### config.mk
export PLATFORM = sky130hd
export DESIGN_NAME = alu_result_collector
export DESIGN_NICKNAME = d
export VERILOG_FILES = /design/src/rtl/tinyalu_pkg.sv /design/src/rtl/alu_result_fifo.sv /design/src/rtl/alu_result_collector.sv
export SDC_FILE = /design/constraint.sdc
export NUM_CORES = 1
export LEC_CHECK = 0
export BUFFER_PORTS_ARGS = -buffer_cell sky130_fd_sc_hd__buf_2
export CORE_MARGIN = 1.5
export CORE_UTILIZATION = 59
export CTS_CLUSTER_SIZE = 25
export DETAILED_ROUTE_END_ITERATION = 10
export GPL_ROUTABILITY_DRIVEN = 0
export PLACE_DENSITY_LB_ADDON = 0.12
export SETUP_SLACK_MARGIN = 0.15
export SLEW_MARGIN = 20
export SYNTH_ARGS = -nofsm -noshare
export SYNTH_HDL_FRONTEND = slang
export SYNTH_SLANG_ARGS = --single-unit
export TNS_END_PERCENT = 5
### constraint.sdc
create_clock -name clk -period 4.25 [get_ports clk]
set_clock_uncertainty 0.2 [all_clocks]
set_input_delay 0.2125 -clock clk [delete_from_list [all_inputs] [get_ports clk]]
set_output_delay 0.2125 -clock clk [all_outputs]
set_load 0.1 [all_outputs]
### src/rtl/tinyalu_pkg.sv
// Shared defaults and the result record layout for the ALU result collector.
package tinyalu_pkg;

    localparam int unsigned DEF_RESULT_W = 16;
    localparam int unsigned DEF_CHANNELS = 2;
    localparam int unsigned DEF_DEPTH    = 8;

    function automatic int unsigned chan_width(int unsigned n);
        return (n > 1) ? $clog2(n) : 1;
    endfunction

    localparam int unsigned DEF_CH_W = chan_width(DEF_CHANNELS);

    // FIFO entries are packed as {chan, result}, matching this record.
    typedef struct packed {
        logic [DEF_CH_W-1:0]     chan;
        logic [DEF_RESULT_W-1:0] result;
    } result_rec_t;

endpackage

### src/rtl/alu_result_fifo.sv
// Power-of-two FIFO with occupancy count; push while full is legal when popping.
module alu_result_fifo #(
    parameter int unsigned WIDTH = 17,
    parameter int unsigned DEPTH = 8,
    localparam int unsigned PTR_W = $clog2(DEPTH),
    localparam int unsigned CNT_W = PTR_W + 1
) (
    input  logic             clk,
    input  logic             reset_n,
    input  logic             push,
    input  logic [WIDTH-1:0] wdata,
    input  logic             pop,
    output logic [WIDTH-1:0] rdata,
    output logic             full,
    output logic             empty,
    output logic [CNT_W-1:0] count
);

    logic [WIDTH-1:0] mem [DEPTH];
    logic [PTR_W-1:0] rd_ptr_q;
    logic [PTR_W-1:0] wr_ptr_q;
    logic [CNT_W-1:0] count_q;

    always_ff @(posedge clk) begin
        if (push) begin
            mem[wr_ptr_q] <= wdata;
        end
    end

    // Pointers wrap naturally since DEPTH is a power of two.
    always_ff @(posedge clk or negedge reset_n) begin
        if (!reset_n) begin
            rd_ptr_q <= '0;
            wr_ptr_q <= '0;
            count_q  <= '0;
        end else begin
            if (push) begin
                wr_ptr_q <= wr_ptr_q + PTR_W'(1);
            end
            if (pop) begin
                rd_ptr_q <= rd_ptr_q + PTR_W'(1);
            end
            if (push && !pop) begin
                count_q <= count_q + CNT_W'(1);
            end else if (pop && !push) begin
                count_q <= count_q - CNT_W'(1);
            end
        end
    end

    assign rdata = mem[rd_ptr_q];
    assign full  = (count_q == CNT_W'(DEPTH));
    assign empty = (count_q == '0);
    assign count = count_q;

endmodule

### src/rtl/alu_result_collector.sv
// Collects per-channel ALU results into hold registers and funnels them
// round-robin into a single output FIFO, tracking dropped results.
module alu_result_collector
    import tinyalu_pkg::*;
#(
    parameter int unsigned RESULT_W = DEF_RESULT_W,
    parameter int unsigned CHANNELS = DEF_CHANNELS,
    parameter int unsigned DEPTH    = DEF_DEPTH,
    localparam int unsigned CH_W    = chan_width(CHANNELS),
    localparam int unsigned CNT_W   = $clog2(DEPTH) + 1
) (
    input  logic                         clk,
    input  logic                         reset_n,
    input  logic [CHANNELS-1:0]          done,
    input  logic [CHANNELS*RESULT_W-1:0] result,
    output logic                         out_valid,
    input  logic                         out_ready,
    output logic [RESULT_W-1:0]          out_result,
    output logic [CH_W-1:0]              out_chan,
    output logic [CNT_W-1:0]             fill_level,
    output logic                         overflow,
    output logic [7:0]                   drop_count,
    input  logic                         clear_err
);

    localparam int unsigned REC_W = CH_W + RESULT_W;

    logic [CHANNELS-1:0] hold_valid_q;
    logic [RESULT_W-1:0] hold_data_q [CHANNELS];
    logic [CH_W-1:0]     rr_last_q;
    logic                overflow_q;
    logic [7:0]          drop_count_q;

    logic                grant_any;
    logic [CH_W-1:0]     grant_idx;
    logic                push;
    logic                pop;
    logic                full;
    logic                empty;
    logic [CHANNELS-1:0] granted;
    logic [CHANNELS-1:0] drop_vec;
    logic [3:0]          n_drops;
    logic [8:0]          drop_sum;
    logic [REC_W-1:0]    wdata;
    logic [REC_W-1:0]    rdata;

    // Search starts one past the last granted channel.
    always_comb begin
        int unsigned idx;
        idx       = 0;
        grant_any = 1'b0;
        grant_idx = '0;
        for (int unsigned off = 1; off <= CHANNELS; off++) begin
            idx = (32'(rr_last_q) + off) % CHANNELS;
            if (!grant_any && hold_valid_q[CH_W'(idx)]) begin
                grant_any = 1'b1;
                grant_idx = CH_W'(idx);
            end
        end
    end

    assign pop   = !empty && out_ready;
    assign push  = grant_any && (!full || pop);
    assign wdata = {grant_idx, hold_data_q[grant_idx]};

    always_comb begin
        n_drops = '0;
        for (int i = 0; i < CHANNELS; i++) begin
            granted[i]  = push && (grant_idx == CH_W'(i));
            drop_vec[i] = done[i] && hold_valid_q[i] && !granted[i];
            n_drops     = n_drops + 4'(drop_vec[i]);
        end
        drop_sum = {1'b0, drop_count_q} + {5'b0, n_drops};
    end

    // A granted hold frees its slot this edge, so a same-cycle done refills it.
    always_ff @(posedge clk or negedge reset_n) begin
        if (!reset_n) begin
            hold_valid_q <= '0;
            for (int i = 0; i < CHANNELS; i++) begin
                hold_data_q[i] <= '0;
            end
        end else begin
            for (int i = 0; i < CHANNELS; i++) begin
                if (done[i] && (!hold_valid_q[i] || granted[i])) begin
                    hold_valid_q[i] <= 1'b1;
                    hold_data_q[i]  <= result[i*RESULT_W +: RESULT_W];
                end else if (granted[i]) begin
                    hold_valid_q[i] <= 1'b0;
                end
            end
        end
    end

    always_ff @(posedge clk or negedge reset_n) begin
        if (!reset_n) begin
            rr_last_q    <= CH_W'(CHANNELS - 1);
            overflow_q   <= 1'b0;
            drop_count_q <= '0;
        end else begin
            if (push) begin
                rr_last_q <= grant_idx;
            end
            if (clear_err) begin
                overflow_q   <= 1'b0;
                drop_count_q <= '0;
            end else if (|drop_vec) begin
                overflow_q   <= 1'b1;
                drop_count_q <= drop_sum[8] ? 8'hFF : drop_sum[7:0];
            end
        end
    end

    alu_result_fifo #(
        .WIDTH (REC_W),
        .DEPTH (DEPTH)
    ) u_fifo (
        .clk     (clk),
        .reset_n (reset_n),
        .push    (push),
        .wdata   (wdata),
        .pop     (pop),
        .rdata   (rdata),
        .full    (full),
        .empty   (empty),
        .count   (fill_level)
    );

    assign out_valid  = !empty;
    assign out_result = empty ? '0 : rdata[RESULT_W-1:0];
    assign out_chan   = empty ? '0 : rdata[REC_W-1:RESULT_W];
    assign overflow   = overflow_q;
    assign drop_count = drop_count_q;

endmodule

==> results of run 1 <==
[path summary, 6_finish.rpt]
kind                                                  end  cells after the start
setup / recovery              u_fifo.count[3]$_DFFE_PN0P_                     12
hold / removal                  drop_count[0]$_DFFE_PN0P_                      3
setup reg to reg              u_fifo.count[3]$_DFFE_PN0P_                     12
hold reg to reg               hold_data_q[25]$_DFFE_PN0P_                      1
max in group asynchronous  u_fifo.rd_ptr_q[1]$_DFFE_PN0P_                      3
min in group clk              hold_data_q[25]$_DFFE_PN0P_                      1
[kinds of logic after synthesis]
group                    synth area share (%)
AND/OR/NAND/NOR                          3.61
AO/OA/AOI/OAI                            3.16
buffers and inverters                    1.65
multiplexers                             20.0
XOR/XNOR                                0.783
adder cells (fa/ha/maj)                  1.31
flip-flops                               69.5
[registers in the layout, indices dropped and copies added (netlist names)]
| signal | flops |
|---|---|
| hold_data_q | 32 |
| rr_last_q | 1 |
| overflow | 1 |
| hold_valid_q | 2 |
| drop_count | 8 |
| u_fifo.rd_ptr_q | 3 |
| u_fifo.mem | 136 |
| u_fifo.wr_ptr_q | 3 |
| u_fifo.count | 4 |
[per-layer routing]
layer | share of wire (%) | up-vias | GRT usage, %
met5 | 0 | - | 0
met4 | 1.1 | 0 | 7.32
met2 | 52 | 103 | 38.1
li1 | - | 1885 | -
met1 | 43 | 2091 | 29.1
met3 | 3.7 | 14 | 5.31
[placed cells by master (no fill, tap or decap), drive strengths merged, types with 4 or more instances in the layout]
cell / count
mux4: 34
edfxtp: 136
clkbuf: 19
inv: 8
dfrtp: 53
nor3: 6
nand2: 11
mux2i: 19
xnor2: 6
a31oi: 4
ha: 5
a21oi: 8
nand2b: 4
mux2: 51
dlygate4sd3: 37
nor2: 35
clkinv: 6
buf: 80
[worst reg2reg max path: cells and delay by family (launching register included)]
family / cells / cell delay, ps
muxes: 1 / 240
AOI/OAI and AO/OA: 2 / 410
xor gates and xnor gates: 1 / 130
DFF: 1 / 460
buffers and inverters: 3 / 480
adders and majority gates: 2 / 480
and+or+nand+nor: 3 / 660
[stage by stage]
step	hold slack (ps)	setup WS [ps]	utilization, %	cell area (µm²)
floorplan	-283	369	-	7830
global placement	181	1250	65.6	8380
detailed placement	187	1150	65.6	8380
CTS	259	1140	73.4	9380
global route	316	960	73.4	9380
finish	246	1120	73.4	9380
[final cells by class]
type	instances	area [µm²]	share of cell area (%)
inverter	5	18.8	0.200
multi-input combinational	211	2270	24.2
clock buffer	19	475	5.07
sequential	190	5440	58.0
tap	172	215	2.29
timing repair buffer	117	801	8.54
clock inverter	13	155	1.65
[what timing repair did]
| action | in CTS | in global routing |
|---|---|---|
| hold buffers | 37 | 0 |
| setup endpoints to repair | 0 | 0 |
| gates resized for setup | 0 | 0 |
| endpoints found under the hold margin | 99 | 0 |
==> metrics.yaml, run 1 <==
vias_per_cell: 5.63
cts_setup_buffers: 0
cp-end-kind: "flip-flop"
routedWlPerCell_um: 20.1
synth_warnings: 0
track_usage_pct: 22.5
drc: 0
drive_gt1_share_pct: 38.0
yosysUniqueCellTypes: 39
path_clk_slew_ps: 60
cap_violations: 0
setup_viol: 0
finalHoldViolCount: 0
insertion_delay_ps: 420
cpLargestDelayFamily: "simple AND/OR/NAND/NOR gates"
cts_tree: "done"
first_iter_violations: 314
cts_buffers: 17
ios: 69
grt_pass1_wl_um: 23100
wl_um: 14600
arrival_ps: 3280
required_ps: 4400
design.core.area_um2: 12800
clockRootBuffer: "clkbuf_16"
synth_area_leader_cell: "edfxtp_1"
final.period_utilization_pct: 73.6
maxSlewViolCount: 0
startpoint: "u_fifo.count[0]$_DFFE_PN0P_"
hold_path.class: "input pin to async pin"
fp-row-count: 41
synth_top_area_share_pct: 52.2
crit_chain: "or3_4 -> nor2_2 -> buf_4 -> inv_1 -> nand2_1 -> ha_1 -> inv_1 -> ha_1 -> a21o_2 -> a21oi_1 -> mux2i_1 -> xnor2_1"
synth_nets: 468
cts.sinks: 190
timing.rr.start: "u_fifo.count[0]$_DFFE_PN0P_"
rrSetupSlack_ps: 1120
path_buf_inv: 3
slew_headroom_pct: 40.3
dpl.cell_count: 658
grt_pass1_vias: 4195
status: "completed"
synth_ff_type: "edfxtp_1"
layout.nets: 587
grt_max_degree: 55
fin_cells: 727
hpwl_um: 8620
die_y_um: 118
synth_area_um2: 7830
grt_setup_unrepaired: "no"
first_pass_iters: 4
initial_utilization_pct: 61.3
tns_ps: 0
avgSynthCellArea_um2: 18.5
synth_edf_count: 136
synthCells: 423
cts-htree-levels: 4
ys_ff_latch: 190
max_stage_delay_ps: 460
cp_max_fo: 18
syn2layout_area_growth_pct: 19.8
dieArea_um2: 14000
start_kind: "flip-flop"
fillers: 768
synth_common_cells: "edfxtp_1, dfrtp_1, mux2_2"
crit_type: "flip-flop to flip-flop"
period_needed_ps: 3130
synth-async-reset-ratio_pct: 28.4
vias: 4093
synth_area_leaders: "edfxtp_1, dfrtp_1, mux4_2, mux2_2, mux2i_1"
fmaxAchievable_mhz: 320
n_antenna_cell: 0
yosysMostFrequentCell: "edfxtp_1"
slowest_stage: "dfrtp_1"
antenna_found_initial: 0
antenna_left: 0
worstMarginPinSlew_ps: 895
io_buffers: 68
clockBufferDepth: 2
grt-ovfl-total: 0
ys_seq_area_share_pct: 69.5
die_w_um: 118
Power of run 1 is not shown: default switching activity piles up to over one toggle a cycle in this logic, so the estimate is an artifact.
==> inputs of run 2 (changes only) <==
- CORE_UTILIZATION: 59 -> 53
- clock period: 4.25 -> 2.6 ns (I/O delays scaled with it)
==> metrics.yaml, run 2 (synthesis gave the netlist of run 1 again) <==
layout_commonest_cell: "edfxtp_1"
fmaxAchievable_mhz: 391  # +22%
required_ps: 2750  # -1650 ps
grt_pass1_wl_um: 24900  # +8.2%
arrival_ps: 2700  # -580 ps
status: "completed"
grt_pass1_vias: 4588  # +9.4%
grt_setup_unrepaired: "yes"
worstMarginPinSlew_ps: 529  # -366 ps
first_iter_violations: 287  # -8.6%
hpwl_um: 9930  # +15%
antenna_found_initial: 0  # unchanged
final_util_pct: 70.4  # -3.0 points
vias_per_cell: 5.59  # -0.69%
syn2layout_area_growth_pct: 30.3
hold_path.class: "input pin to async pin"
slew_headroom_pct: 64.8  # +24 points
clockBufferDepth: 2  # unchanged
cp-end-kind: "flip-flop"
final.period_utilization_pct: 98.3  # +25 points
antenna_left: 0  # unchanged
routedWlPerCell_um: 20.8  # +3.5%
io_buffers: 68  # unchanged
ios: 69  # unchanged
design_area_um2: 10200  # +8.7%
drive_gt1_share_pct: 46.4  # +8.4 points
dieArea_um2: 15500  # +11%
top_register: "u_fifo.mem"
insertion_delay_ps: 420  # about the same
period_needed_ps: 2560  # -573 ps
track_usage_pct: 21.4  # -1.1 points
cts_tree: "done"
drc: 0  # unchanged
vias: 4305  # +5.2%
initial_utilization_pct: 54.1  # -7.2 points
largest_register_ffs: 136  # unchanged
cp_max_fo: 4  # -14
path_clk_slew_ps: 70  # about the same
cts.sinks: 190  # unchanged
grt_max_degree: 35  # -36%
wl_um: 16000  # +9.6%
cap_violations: 0  # unchanged
layout.nets: 618  # +5.3%
placed_area_um2: 8990  # +7.4%
clockRootBuffer: "clkbuf_16"
first_pass_iters: 4  # unchanged
die_y_um: 125  # +5.4%
maxSlewViolCount: 0  # unchanged
cts-htree-levels: 4  # unchanged
tns_ps: 0  # unchanged
finalHoldViolCount: 0  # unchanged
die_w_um: 125  # +5.4%
crit_type: "flip-flop to flip-flop"
start_kind: "flip-flop"
fp-row-count: 44  # +7.3%
design.core.area_um2: 14500  # +13%
layout_common_cells: "edfxtp_1, buf_2, dfrtp_1"
cts_buffers: 17  # unchanged
setup_viol: 0  # unchanged
n_antenna_cell: 0  # unchanged
grt-ovfl-total: 0  # unchanged
-- run 2: per-stage QoR --
step | instances | hold slack (ps) | worst slack (ps)
6_report | 770 | 40.2 | 44.0
5_1_grt | 770 | 80.1 | -61.3
4_1_cts | 770 | 37.4 | 57.8
3_5_place_dp | 695 | -65.3 | -81.8
3_3_place_gp | 695 | -69.8 | 36.7
2_1_floorplan | 423 | -366 | -747
-- run 2: final timing paths --
path,from,slack (ps),depth (start not counted),end
max,u_fifo.count[1]$_DFFE_PN0P_,40,11,u_fifo.count[3]$_DFFE_PN0P_
min,reset_n,40,2,hold_data_q[27]$_DFFE_PN0P_
max reg2reg,u_fifo.count[1]$_DFFE_PN0P_,40,11,u_fifo.count[3]$_DFFE_PN0P_
min reg2reg,hold_data_q[21]$_DFFE_PN0P_,300,1,hold_data_q[21]$_DFFE_PN0P_
max in group asynchronous,reset_n,1510,3,u_fifo.rd_ptr_q[0]$_DFFE_PN0P_
min in group clk,result[24],270,3,hold_data_q[8]$_DFFE_PN0P_
-- run 2: cell type report --
class / instances / area (µm²)
Sequential cell: 190 / 5450
Multi-Input combinational cell: 211 / 2440
Fill cell: 913 / 4280
Tap cell: 184 / 230
Clock inverter: 13 / 209
Timing Repair Buffer: 148 / 1400
Clock buffer: 19 / 443
Inverter: 5 / 25.0
-- run 2: timing repair --
item	CTS	global route
hold endpoints to repair	103	0
hold buffers	37	0
gates resized for setup	9	24
setup endpoints to repair	25	28
pin swaps	6	13
gates cloned	0	0
setup buffers	6	0
-- run 2: worst max-delay path, cell delays in order, from the launching register on --
cell and delay, ps:
dfrtp_4 480, or3_4 420, nor2_4 120, clkinvlp_4 120, nand2_4 90, ha_4 140
inv_4 50, ha_4 200, a21o_2 190, a21oi_2 130, mux2i_1 220, xnor2_1 130
-- run 2: metal layers --
metal | vias to the layer above | track usage [%] | share of wire (%)
li1 | 1949 | - | -
met4 | 0 | 6.22 | 0.92
met5 | - | 0 | 0
met1 | 2227 | 28.6 | 44
met2 | 117 | 36.0 | 51
met3 | 12 | 4.30 | 4.3
Power of run 2 is left out for the same reason.
==> inputs of run 3 (changes only) <==
- ABC_AREA: unset -> 1
- CAP_MARGIN: unset -> 10
- CORE_UTILIZATION: 53 -> 54
==> metrics.yaml, run 3 <==
seq_area_um2: 5450  # about the same
synth_area_leader_cell: "edfxtp_1"
cts.sinks: 190  # unchanged
cp_max_fo: 11  # +7
initial_utilization_pct: 55.7  # +1.6 points
cp-end-kind: "flip-flop"
cts_tree: "done"
start_kind: "flip-flop"
layout.nets: 967  # +56%
wl_um: 19000  # +19%
drc: 0  # unchanged
multi_input_area_um2: 2520  # +3.2%
r2r_end: "u_fifo.mem[1][7]$_DFFE_PP_"
drive_gt1_share_pct: 17.6  # -29 points
path_clk_slew_ps: 70  # about the same
clockRootBuffer: "clkbuf_16"
largest_register_ffs: 136  # unchanged
timing.rr.start: "u_fifo.count[2]$_DFFE_PN0P_"
avgSynthCellArea_um2: 10.5  # -44%
synth-async-reset-ratio_pct: 28.4  # unchanged
synth_edf_count: 136  # unchanged
insertion_delay_ps: 430  # about the same
synth_ff_type: "edfxtp_1"
dieArea_um2: 15800  # +1.8%
antenna_left: 0  # unchanged
finalHoldViolCount: 0  # unchanged
fp-row-count: 44  # unchanged
arrival_ps: 2390  # -310 ps
hpwl_um: 11200  # +13%
design.core.area_um2: 14600  # +0.76%
ys_ff_latch: 190  # unchanged
fillers: 992  # +8.7%
synthCells: 777  # +84%
grt-ovfl-total: 0  # unchanged
timing.hold.ws_ps: 102  # +61.4 ps
cap_violations: 0  # unchanged
grt_setup_unrepaired: "yes"
yosysUniqueCellTypes: 30  # -23%
layout_commonest_cell: "nand2_1"
layout_common_cells: "nand2_1, edfxtp_1, nor2_1"
period_needed_ps: 2450  # -101 ps
antenna_found_initial: 0  # unchanged
top_register: "u_fifo.mem"
n_antenna_cell: 0  # unchanged
grt_pass1_wl_um: 30800  # +24%
synth_area_leaders: "edfxtp_1, dfrtp_1, nand2_1, nor2_1, o21ai_0"
vias: 6104  # +42%
first_iter_violations: 509  # +77%
yosysMostFrequentCell: "nand2_1"
ys_seq_area_share_pct: 66.9  # -2.5 points
reg2reg_depth: 8  # -3
crit_type: "flip-flop to flip-flop"
routedWlPerCell_um: 17.0  # -18%
required_ps: 2540  # -210 ps
fmaxAchievable_mhz: 407  # +4.1%
track_usage_pct: 25.4  # +4.0 points
synth_common_cells: "nand2_1, nor2_1, edfxtp_1"
synth_warnings: 0  # unchanged
synth_area_um2: 8120  # +3.8%
cts-htree-levels: 4  # unchanged
grt_pass1_vias: 6159  # +34%
synth_nets: 822  # +76%
slew_headroom_pct: 40.7  # -24 points
status: "completed"
syn2layout_area_growth_pct: 26.8
rrSetupSlack_ps: 150  # +100 ps
setup_viol: 0  # unchanged
final.period_utilization_pct: 94.4  # -3.9 points
io_buffers: 68  # unchanged
synth_top_area_share_pct: 50.3  # -1.9 points
clockBufferDepth: 2  # unchanged
die_w_um: 126  # +0.90%
grt_max_degree: 71  # +100%
first_pass_iters: 5  # +1
vias_per_cell: 5.46  # -2.3%
cts_buffers: 17  # unchanged
worstMarginPinSlew_ps: 886  # +357 ps
die_y_um: 126  # +0.90%
maxSlewViolCount: 0  # unchanged
hold_path.class: "input pin to async pin"
ios: 69  # unchanged
-- run 3: changes by cell type after synthesis, sizes merged, moves of 9 or more --
cell    delta
nand2    +165
o21ai    +121
nor2     +119
mux2      -51
nand3     +42
mux4      -34
mux2i     -19
clkbuf    +13
inv       +13
buf        +9
-- run 3: final cells by class --
cell class | count | area share [%]
multi-input cells | 529 | 24.4
inverters | 19 | 0.765
flip-flops and latches | 190 | 52.9
repair buffers | 165 | 14.3
well taps | 184 | 2.24
clock inverters | 13 | 1.19
clock buffers | 18 | 4.17
-- run 3: kinds of logic after synthesis --
group / after synthesis / synth area share [%]
and+or+nand+nor: 389 / 19.7
DFF: 190 / 66.9
AOI/OAI and AO/OA: 125 / 7.70
buffers and inverters: 58 / 3.54
xor gates and xnor gates: 8 / 0.863
adders and majority gates: 7 / 1.26
-- run 3: timing repair --
| item | CTS | global route |
|---|---|---|
| buffers inserted | 0 | 1 |
| pin swaps | 0 | 0 |
| setup endpoints to repair | 21 | 73 |
| gates resized for setup | 2 | 21 |
| hold endpoints to repair | 70 | 0 |
| hold buffers | 67 | 0 |
-- run 3: per-stage QoR --
step | worst slack [ps] | setup TNS (ps) | cell area, µm² | utilization (%) | cells
after floorplan | -18.1 | -18.1 | 8240 | - | 777
after global placement | 107 | 0 | 9000 | 61.7 | 1019
after detailed placement | 47.4 | 0 | 9000 | 61.7 | 1019
after CTS | 41.5 | 0 | 10200 | 70.1 | 1117
after global routing | 16.8 | 0 | 10300 | 70.6 | 1118
final | 145 | 0 | 10300 | 70.6 | 1118
-- run 3: critical path: stages (launching register included) --
cell	delay (ps)
dfrtp_4	450
nor2_1	60
nand3_2	110
o21ai_1	90
inv_1	80
buf_4	120
nand2_1	110
nor2_1	700
buf_12	230
-- run 3: metal layers --
layer	routed length, µm	global-route usage (%)	up-vias	part of all wire (%)
met2	9840	44.4	183	52
met1	7870	31.6	2972	41
met4	353	9.63	0	1.9
met3	976	4.67	26	5.1
li1	-	-	2923	-
met5	0	0	-	0
-- run 3: worst max path at each step --
stage	from	endpoint	cells past startpoint
after floorplan	u_fifo.count[0]$_DFFE_PN0P_	drop_count[4]$_DFFE_PN0P_	14
after global placement	u_fifo.count[0]$_DFFE_PN0P_	u_fifo.count[3]$_DFFE_PN0P_	12
after detailed placement	u_fifo.count[0]$_DFFE_PN0P_	u_fifo.count[3]$_DFFE_PN0P_	12
after CTS	u_fifo.count[0]$_DFFE_PN0P_	u_fifo.count[3]$_DFFE_PN0P_	12
after global routing	u_fifo.count[2]$_DFFE_PN0P_	u_fifo.mem[1][7]$_DFFE_PP_	8
final	u_fifo.count[2]$_DFFE_PN0P_	u_fifo.mem[1][7]$_DFFE_PP_	8
Power of run 3 is left out for the same reason.
